$ cat src/rtl/branch_update_ctrl_if.sv
// branch_update_ctrl_if
// Bundles the fetch-side queue push, the execute-side resolution, the BTB
// training outputs and the fetch redirect/flush outputs of branch_update_ctrl.
//
// Optional feature macro: BRU_STATS_EN (adds stat_resolved / stat_mispred).
//
// Modports:
//   master - fetch/execute/BTB side: drives fq_*, ex_*; observes everything else
//   slave  - branch_update_ctrl itself
//
// Signals:
//   fq_push, fq_pc, fq_pred_outcome, fq_hit, fq_pred_target  prediction record
//   fq_full, fq_empty                                        queue status
//   ex_valid, ex_taken, ex_target                            oldest branch resolved
//   update_btb, branch_outcome, branch_target, pc            BTB training
//   redirect, redirect_pc, flush                             fetch recovery
//   underflow_err                                            sticky protocol error
interface branch_update_ctrl_if #(
    parameter int WORD_W = 32
);
    logic              fq_push;
    logic [WORD_W-1:0] fq_pc;
    logic              fq_pred_outcome;
    logic              fq_hit;
    logic [WORD_W-1:0] fq_pred_target;
    logic              fq_full;
    logic              fq_empty;
    logic              ex_valid;
    logic              ex_taken;
    logic [WORD_W-1:0] ex_target;
    logic              update_btb;
    logic              branch_outcome;
    logic [WORD_W-1:0] branch_target;
    logic [WORD_W-1:0] pc;
    logic              redirect;
    logic [WORD_W-1:0] redirect_pc;
    logic              flush;
    logic              underflow_err;
`ifdef BRU_STATS_EN
    logic [31:0]       stat_resolved;
    logic [31:0]       stat_mispred;
`endif

    modport master (
        output fq_push, fq_pc, fq_pred_outcome, fq_hit, fq_pred_target,
        output ex_valid, ex_taken, ex_target,
        input  fq_full, fq_empty,
        input  update_btb, branch_outcome, branch_target, pc,
        input  redirect, redirect_pc, flush, underflow_err
`ifdef BRU_STATS_EN
        , input stat_resolved, stat_mispred
`endif
    );

    modport slave (
        input  fq_push, fq_pc, fq_pred_outcome, fq_hit, fq_pred_target,
        input  ex_valid, ex_taken, ex_target,
        output fq_full, fq_empty,
        output update_btb, branch_outcome, branch_target, pc,
        output redirect, redirect_pc, flush, underflow_err
`ifdef BRU_STATS_EN
        , output stat_resolved, stat_mispred
`endif
    );
endinterface

$ cat src/rtl/branch_update_ctrl.sv
// branch_update_ctrl
// Update-side partner of the BTB lookup. Fetch pushes every prediction it
// made into an in-order queue; when execute resolves the oldest branch the
// head entry is compared against the real outcome, the BTB is trained and,
// on a mispredict, fetch is redirected and the pipeline flushed.
//
// Optional feature macro: BRU_STATS_EN
//   defined   - stat_resolved / stat_mispred saturating counters on the bus
//   undefined - no statistics hardware
//
// Ports:
//   CLK  clock, rising edge
//   RST  asynchronous active-high reset
//   bus  branch_update_ctrl_if.slave (queue push, resolve, training, redirect)
//
// Parameters:
//   WORD_W        PC / target width
//   QDEPTH        prediction queue depth (power of two, >= 2)
//   FLUSH_CYCLES  cycles flush is held after a mispredict (>= 1)
module branch_update_ctrl #(
    parameter int WORD_W       = 32,
    parameter int QDEPTH       = 8,
    parameter int FLUSH_CYCLES = 2
) (
    input logic                 CLK,
    input logic                 RST,
    branch_update_ctrl_if.slave bus
);

    localparam int PTR_W = $clog2(QDEPTH);
    localparam int CNT_W = PTR_W + 1;
    localparam int FC_W  = (FLUSH_CYCLES > 1) ? $clog2(FLUSH_CYCLES) : 1;
    localparam logic [FC_W-1:0]  FC_LOAD = FC_W'(FLUSH_CYCLES - 1);
    localparam logic [CNT_W-1:0] CNT_MAX = CNT_W'(QDEPTH);

    typedef enum logic {
        RUN,
        FLUSH
    } state_t;

    state_t            state, state_next;
    logic [FC_W-1:0]   fcnt, fcnt_next;

    logic [WORD_W-1:0] pc_mem     [QDEPTH];
    logic [WORD_W-1:0] target_mem [QDEPTH];
    logic [QDEPTH-1:0] outcome_mem;
    logic [QDEPTH-1:0] hit_mem;

    logic [PTR_W-1:0]  head, tail;
    logic [CNT_W-1:0]  count;

    logic              running;
    logic              push_ok;
    logic              pop_ok;
    logic              enter_flush;
    logic              train;

    logic [WORD_W-1:0] pc_head;
    logic [WORD_W-1:0] pc_head_plus4;
    logic              hit_head;
    logic              outcome_head;
    logic [WORD_W-1:0] target_head;
    logic [WORD_W-1:0] pred_next;
    logic [WORD_W-1:0] act_next;
    logic              mispredict;

    assign bus.fq_full  = (count == CNT_MAX);
    assign bus.fq_empty = (count == '0);

    assign running = (state == RUN);
    assign push_ok = bus.fq_push  && !bus.fq_full  && running;
    assign pop_ok  = bus.ex_valid && !bus.fq_empty && running;

    assign pc_head       = pc_mem[head];
    assign target_head   = target_mem[head];
    assign hit_head      = hit_mem[head];
    assign outcome_head  = outcome_mem[head];
    assign pc_head_plus4 = pc_head + WORD_W'(4);

    // Compare next-fetch addresses rather than direction alone, so a taken
    // branch predicted to the wrong target also counts as a mispredict.
    assign pred_next  = (hit_head && outcome_head) ? target_head : pc_head_plus4;
    assign act_next   = bus.ex_taken ? bus.ex_target : pc_head_plus4;
    assign mispredict = (pred_next != act_next);

    // Not-taken branches that missed the BTB carry no information worth storing.
    assign train = pop_ok && (bus.ex_taken || hit_head);

    always_ff @(posedge CLK or posedge RST) begin
        if (RST) begin
            state <= RUN;
            fcnt  <= '0;
        end else begin
            state <= state_next;
            fcnt  <= fcnt_next;
        end
    end

    always_comb begin
        state_next  = state;
        fcnt_next   = fcnt;
        enter_flush = 1'b0;
        bus.flush   = 1'b0;
        case (state)
            RUN: begin
                if (pop_ok && mispredict) begin
                    state_next  = FLUSH;
                    fcnt_next   = FC_LOAD;
                    enter_flush = 1'b1;
                end
            end
            FLUSH: begin
                bus.flush = 1'b1;
                if (fcnt == '0) begin
                    state_next = RUN;
                end else begin
                    fcnt_next = fcnt - 1'b1;
                end
            end
            default: begin
                state_next = RUN;
            end
        endcase
    end

    // Entering FLUSH discards every younger (wrong-path) prediction, including
    // one pushed in the same cycle as the mispredicting pop.
    always_ff @(posedge CLK or posedge RST) begin
        if (RST) begin
            head  <= '0;
            tail  <= '0;
            count <= '0;
        end else if (enter_flush) begin
            head  <= '0;
            tail  <= '0;
            count <= '0;
        end else begin
            if (push_ok) begin
                tail <= tail + 1'b1;
            end
            if (pop_ok) begin
                head <= head + 1'b1;
            end
            case ({push_ok, pop_ok})
                2'b10:   count <= count + 1'b1;
                2'b01:   count <= count - 1'b1;
                default: count <= count;
            endcase
        end
    end

    always_ff @(posedge CLK) begin
        if (push_ok) begin
            pc_mem[tail]      <= bus.fq_pc;
            target_mem[tail]  <= bus.fq_pred_target;
            outcome_mem[tail] <= bus.fq_pred_outcome;
            hit_mem[tail]     <= bus.fq_hit;
        end
    end

    always_ff @(posedge CLK or posedge RST) begin
        if (RST) begin
            bus.update_btb     <= 1'b0;
            bus.branch_outcome <= 1'b0;
            bus.branch_target  <= '0;
            bus.pc             <= '0;
            bus.redirect       <= 1'b0;
            bus.redirect_pc    <= '0;
            bus.underflow_err  <= 1'b0;
        end else begin
            bus.update_btb <= train;
            bus.redirect   <= pop_ok && mispredict;
            if (train) begin
                bus.branch_outcome <= bus.ex_taken;
                bus.branch_target  <= bus.ex_target;
                bus.pc             <= pc_head;
            end
            if (pop_ok && mispredict) begin
                bus.redirect_pc <= act_next;
            end
            if (bus.ex_valid && bus.fq_empty && running) begin
                bus.underflow_err <= 1'b1;
            end
        end
    end

`ifdef BRU_STATS_EN
    always_ff @(posedge CLK or posedge RST) begin
        if (RST) begin
            bus.stat_resolved <= '0;
            bus.stat_mispred  <= '0;
        end else begin
            if (pop_ok && (bus.stat_resolved != '1)) begin
                bus.stat_resolved <= bus.stat_resolved + 1'b1;
            end
            if (pop_ok && mispredict && (bus.stat_mispred != '1)) begin
                bus.stat_mispred <= bus.stat_mispred + 1'b1;
            end
        end
    end
`endif

endmodule

$ cat src/flat_wrapper.sv
// flat-port wrapper written by rule: the top's interface ports become plain ports
module branch_update_ctrl_flat 
#(
    parameter int WORD_W       = 32,
    parameter int QDEPTH       = 8,
    parameter int FLUSH_CYCLES = 2
)
  (CLK, RST, bus_fq_push, bus_fq_pc, bus_fq_pred_outcome, bus_fq_hit, bus_fq_pred_target, bus_ex_valid, bus_ex_taken, bus_ex_target, bus_fq_full, bus_fq_empty, bus_update_btb, bus_branch_outcome, bus_branch_target, bus_pc, bus_redirect, bus_redirect_pc, bus_flush, bus_underflow_err);
  branch_update_ctrl_if #(.WORD_W(WORD_W)) bus_i ();
  input logic CLK;
  input logic RST;
  input wire logic [$bits(bus_i.fq_push)-1:0] bus_fq_push;
  input wire logic [$bits(bus_i.fq_pc)-1:0] bus_fq_pc;
  input wire logic [$bits(bus_i.fq_pred_outcome)-1:0] bus_fq_pred_outcome;
  input wire logic [$bits(bus_i.fq_hit)-1:0] bus_fq_hit;
  input wire logic [$bits(bus_i.fq_pred_target)-1:0] bus_fq_pred_target;
  input wire logic [$bits(bus_i.ex_valid)-1:0] bus_ex_valid;
  input wire logic [$bits(bus_i.ex_taken)-1:0] bus_ex_taken;
  input wire logic [$bits(bus_i.ex_target)-1:0] bus_ex_target;
  output wire logic [$bits(bus_i.fq_full)-1:0] bus_fq_full;
  output wire logic [$bits(bus_i.fq_empty)-1:0] bus_fq_empty;
  output wire logic [$bits(bus_i.update_btb)-1:0] bus_update_btb;
  output wire logic [$bits(bus_i.branch_outcome)-1:0] bus_branch_outcome;
  output wire logic [$bits(bus_i.branch_target)-1:0] bus_branch_target;
  output wire logic [$bits(bus_i.pc)-1:0] bus_pc;
  output wire logic [$bits(bus_i.redirect)-1:0] bus_redirect;
  output wire logic [$bits(bus_i.redirect_pc)-1:0] bus_redirect_pc;
  output wire logic [$bits(bus_i.flush)-1:0] bus_flush;
  output wire logic [$bits(bus_i.underflow_err)-1:0] bus_underflow_err;
  assign bus_i.fq_push = bus_fq_push;
  assign bus_i.fq_pc = bus_fq_pc;
  assign bus_i.fq_pred_outcome = bus_fq_pred_outcome;
  assign bus_i.fq_hit = bus_fq_hit;
  assign bus_i.fq_pred_target = bus_fq_pred_target;
  assign bus_i.ex_valid = bus_ex_valid;
  assign bus_i.ex_taken = bus_ex_taken;
  assign bus_i.ex_target = bus_ex_target;
  assign bus_fq_full = bus_i.fq_full;
  assign bus_fq_empty = bus_i.fq_empty;
  assign bus_update_btb = bus_i.update_btb;
  assign bus_branch_outcome = bus_i.branch_outcome;
  assign bus_branch_target = bus_i.branch_target;
  assign bus_pc = bus_i.pc;
  assign bus_redirect = bus_i.redirect;
  assign bus_redirect_pc = bus_i.redirect_pc;
  assign bus_flush = bus_i.flush;
  assign bus_underflow_err = bus_i.underflow_err;
  branch_update_ctrl #(.WORD_W(WORD_W), .QDEPTH(QDEPTH), .FLUSH_CYCLES(FLUSH_CYCLES)) u_core (.CLK(CLK), .RST(RST), .bus(bus_i));
endmodule
$ cat config.mk
export PLATFORM = sky130hd
export DESIGN_NAME = branch_update_ctrl_flat
export DESIGN_NICKNAME = d
export VERILOG_FILES = /design/src/rtl/branch_update_ctrl_if.sv /design/src/rtl/branch_update_ctrl.sv /design/src/flat_wrapper.sv
export SDC_FILE = /design/constraint.sdc
export NUM_CORES = 1
export LEC_CHECK = 0
export CORE_ASPECT_RATIO = 1.5
export CORE_UTILIZATION = 25
export DETAILED_ROUTE_END_ITERATION = 10
export GPL_TIMING_DRIVEN = 0
export MAX_ROUTING_LAYER = met4
export PLACE_DENSITY_LB_ADDON = 0.1
export SKIP_CTS_REPAIR_TIMING = 1
export SLEW_MARGIN = 40
export SYNTH_ARGS = -nofsm -noshare
export SYNTH_HDL_FRONTEND = slang
export SYNTH_SLANG_ARGS = --single-unit
$ cat constraint.sdc
create_clock -name CLK -period 8.46 [get_ports CLK]
set_input_delay 0.846 -clock CLK [delete_from_list [all_inputs] [get_ports CLK]]
set_output_delay 0.846 -clock CLK [all_outputs]
set_load 0.03 [all_outputs]
==> reports/qor.txt <==
Area contributors post-synth - edfxtp_1, dfrtp_1, mux4_2
Hold-critical path depth - 2
Status - finished, final reports clean
Final antenna-violating net count - 0
CTS tree - done
VDD IR-drop max - 163 uV
Area Growth Syn to Fin - 26.7%
Synth Area in Compound Gates - 3.89%
Largest area contributor in the netlist - edfxtp_1
Post-synthesis sequential area ratio - 68.3%
Final max-slew violation count - 0
First-pass GRT wire length - 131000 um
Row cnt - 148
Post-DP HPWL - 71400 um
Clock insertion delay at the later pin of the skew report - 0.66 ns
Main flop type after synthesis - edfxtp_1
Crit-path max FO - 10
FFs w/ async S/R, synth - 17.5%
Critical Path Source Type - register
GRT Max-Usage Layer - met2
Mux cell area share after synthesis - 15.4%
Initial antenna violation count - 10
Setup TNS - 0 ns
Count of cell types in the netlist - 78
Power Density - 286 nW/um^2
Top-count cell post-synth - edfxtp_1
Vias - 16.1k
Die Area - 111000 um^2
RSZ-0062 raised after global routing - false
Dpl cells - 3336
Worst Setup End Kind - register
Worst R2R Start - u_core.head[2]$_DFFE_PP0P_
Initial Util - 25.2%
Fmax achieved - 148 MHz
Slew @ Worst Pin - 0.834 ns
#FFs+latches synth - 640
R2r setup slk - 1.71 ns
NumNets Final - 2093
Hold endpoint - u_core.bus.branch_target[13]$_DFFE_PP0P_
Tot Pwr - 9.91 mW
Post-Synth Adder-Cell Area - 0.348%
Commonest cells post-synth - edfxtp_1, nand2_1, dfrtp_1, mux4_2, mux2i_1
CP startpoint - u_core.head[2]$_DFFE_PP0P_
Final period utilization - 79.7%
Vias in the first global route - 16.9k
GRT overflow - 0
CP Class - reg -> reg
Root Driver - clkbuf_16
Tightest Hold Check Type - reg -> reg
Synth Area in XOR/XNOR - 3.25%
DRC - 0
H-tree Lvls - 3
Die H - 407 um
Drt first pass iters - 5
Hold path start - u_core.bus.branch_target[13]$_DFFE_PP0P_
Fraction of layout cells with a size suffix above 1 - 20.2%
Wire length per cell - 26.9 um
Min cycle time layout - 6.75 ns
Number of cells on the worst reg-to-reg path - 20
MaxCap Viol Count - 0
Met3 Usage GRT - 2.57%
Initial detailed-routing violation count - 1035
Clk slew on worst S/H paths - 0.06 ns
Final Util - 31.9%
Largest net degree at the start of global routing - 65
Die W - 272 um
Clk sink count - 640
Maximum root-to-sink buffer count - 3
Syn nets - 1747
Combinational family with the most area after synthesis - multiplexers
# port buffers - 204
Setup violations, final - 0
Grt met1 use - 20.6%
Final hold viol count - 0
Syn Area/Cell - 16.7 um^2
Worst Clk Skew - 0.0360 ns
CP arrival - 7.26 ns
Synth Area in Simple Gates - 6.81%
IO Pins - 206
Slew margin rel. - 42.8%
Post-synth top area share - 58.0%
Synth warnings - 0
Reg-to-Reg End - u_core.bus.redirect_pc[18]$_DFFE_PP0P_
Mapped Area - 27300 um^2
Core area - 109000 um^2
Total CTS buffers - 69
Non-Filler Instances - 3469
Critical path required time - 8.97 ns
Via density - 4.65
Post-synth EDFFs - 528
Met2 Usage GRT - 30.7%
Total Routing Usage GR - 17.5%
Detailed Route WL - 93500 um
Synth Instances - 1637
Final hold slack - 0.476 ns
Leak - 11.6 nW
GP Congestion - 0.873
-- metrics by stage --
stage	setup WS (ns)	cell area, um^2
2_1_floorplan	1.91	27300
3_3_place_gp	-5.30	31200
3_5_place_dp	1.47	32300
4_1_cts	1.40	34600
5_1_grt	1.33	34600
6_report	1.71	34600
-- sequential cells by signal, summed over array words and instances, names as in the netlist --
name / cells
u_core.bus.branch_outcome: 1
u_core.bus.branch_target: 32
u_core.bus.pc: 32
u_core.bus.redirect: 1
u_core.bus.redirect_pc: 32
u_core.bus.underflow_err: 1
u_core.bus.update_btb: 1
u_core.count: 4
u_core.fcnt: 1
u_core.head: 3
u_core.hit_mem: 8
u_core.outcome_mem: 8
u_core.pc_mem: 256
u_core.state: 1
u_core.tail: 3
u_core.target_mem: 256
-- kinds of logic after synthesis --
logic type               Yosys count
adder cells (fa/ha/maj)            7
flip-flops                       640
buffers and inverters             98
XOR/XNOR                          93
AND/OR/NAND/NOR                  386
AO/OA/AOI/OAI                    163
multiplexers                     250
-- per-layer routing --
layer | vias up | wire length [um]
li1 | 7120 | -
met1 | 8428 | 37900
met2 | 459 | 48900
met3 | 115 | 4190
met4 | 0 | 2430
met5 | - | 0
-- power breakdown --
group	switching (mW)	internal, mW	leakage (nW)
sequential	0.266	3.90	6.16
clock	1.31	1.75	1.10
combinational	1.63	1.06	4.34
total	3.20	6.71	11.6
-- final cells by class --
type / instances / area (um^2)
fillers: 10700 / 73900
flip-flops and latches: 640 / 18700
multi-input cells: 899 / 8310
repair buffers: 275 / 3020
clock buffers: 87 / 1850
well taps: 1425 / 1780
plain buffers: 75 / 479
clock inverters: 39 / 419
inverters: 23 / 93.8
diodes: 6 / 15.0
-- cell usage in the layout (no fill, tap or decap), types with 9 or more instances in the layout --
cell type	instances
clkinv_1	12
mux2i_1	63
and2_1	9
or3_1	10
nor4_1	20
nor3_1	22
mux2i_4	9
buf_4	28
a21oi_1	12
clkdlybuf4s50_1	204
mux2i_2	15
mux4_1	27
xor2_1	39
buf_8	23
nand4_1	12
clkinv_2	10
nand2_1	185
a31oi_1	9
mux2_4	23
o22ai_1	9
nand3_1	22
edfxtp_1	528
mux2_2	27
inv_1	19
clkbuf_16	70
buf_2	32
mux4_2	86
dfrtp_1	112
buf_16	15
nand2b_1	10
o21ai_0	67
nor2_1	40
clkbuf_1	38
xnor2_1	49
-- worst max-delay path by stage --
| stage | to | slack [ns] | cells after the start |
|---|---|---|---|
| global route | u_core.bus.redirect_pc[11]$_DFFE_PP0P_ | 1.33 | 20 |
| floorplan | u_core.hit_mem[0]$_DFFE_PP_ | 1.91 | 3 |
| finish | u_core.bus.redirect_pc[18]$_DFFE_PP0P_ | 1.71 | 20 |
| detailed placement | u_core.bus.branch_target[0]$_DFFE_PP0P_ | 1.47 | 17 |
| global placement | u_core.target_mem[1][31]$_DFFE_PP_ | -5.30 | 4 |
| CTS | u_core.bus.branch_target[3]$_DFFE_PP0P_ | 1.40 | 17 |
-- critical path, cell delays in order (launching register included) --
cell       delay [ns]
dfrtp_1          0.44
buf_4            0.23
buf_4            0.25
buf_4            0.25
buf_2            0.37
buf_2            0.39
buf_2            0.32
buf_2            0.41
mux4_2           0.36
mux2i_1          0.51
xnor2_1          0.12
nor4_1           0.69
nand4_1          0.17
a2111oi_0        0.43
nand4_1          0.18
nor4b_2          0.34
nand2_1          0.17
o31a_1           0.31
buf_6            0.16
buf_12           0.15
mux2_4           0.29
(Power assumes the default switching activity.)
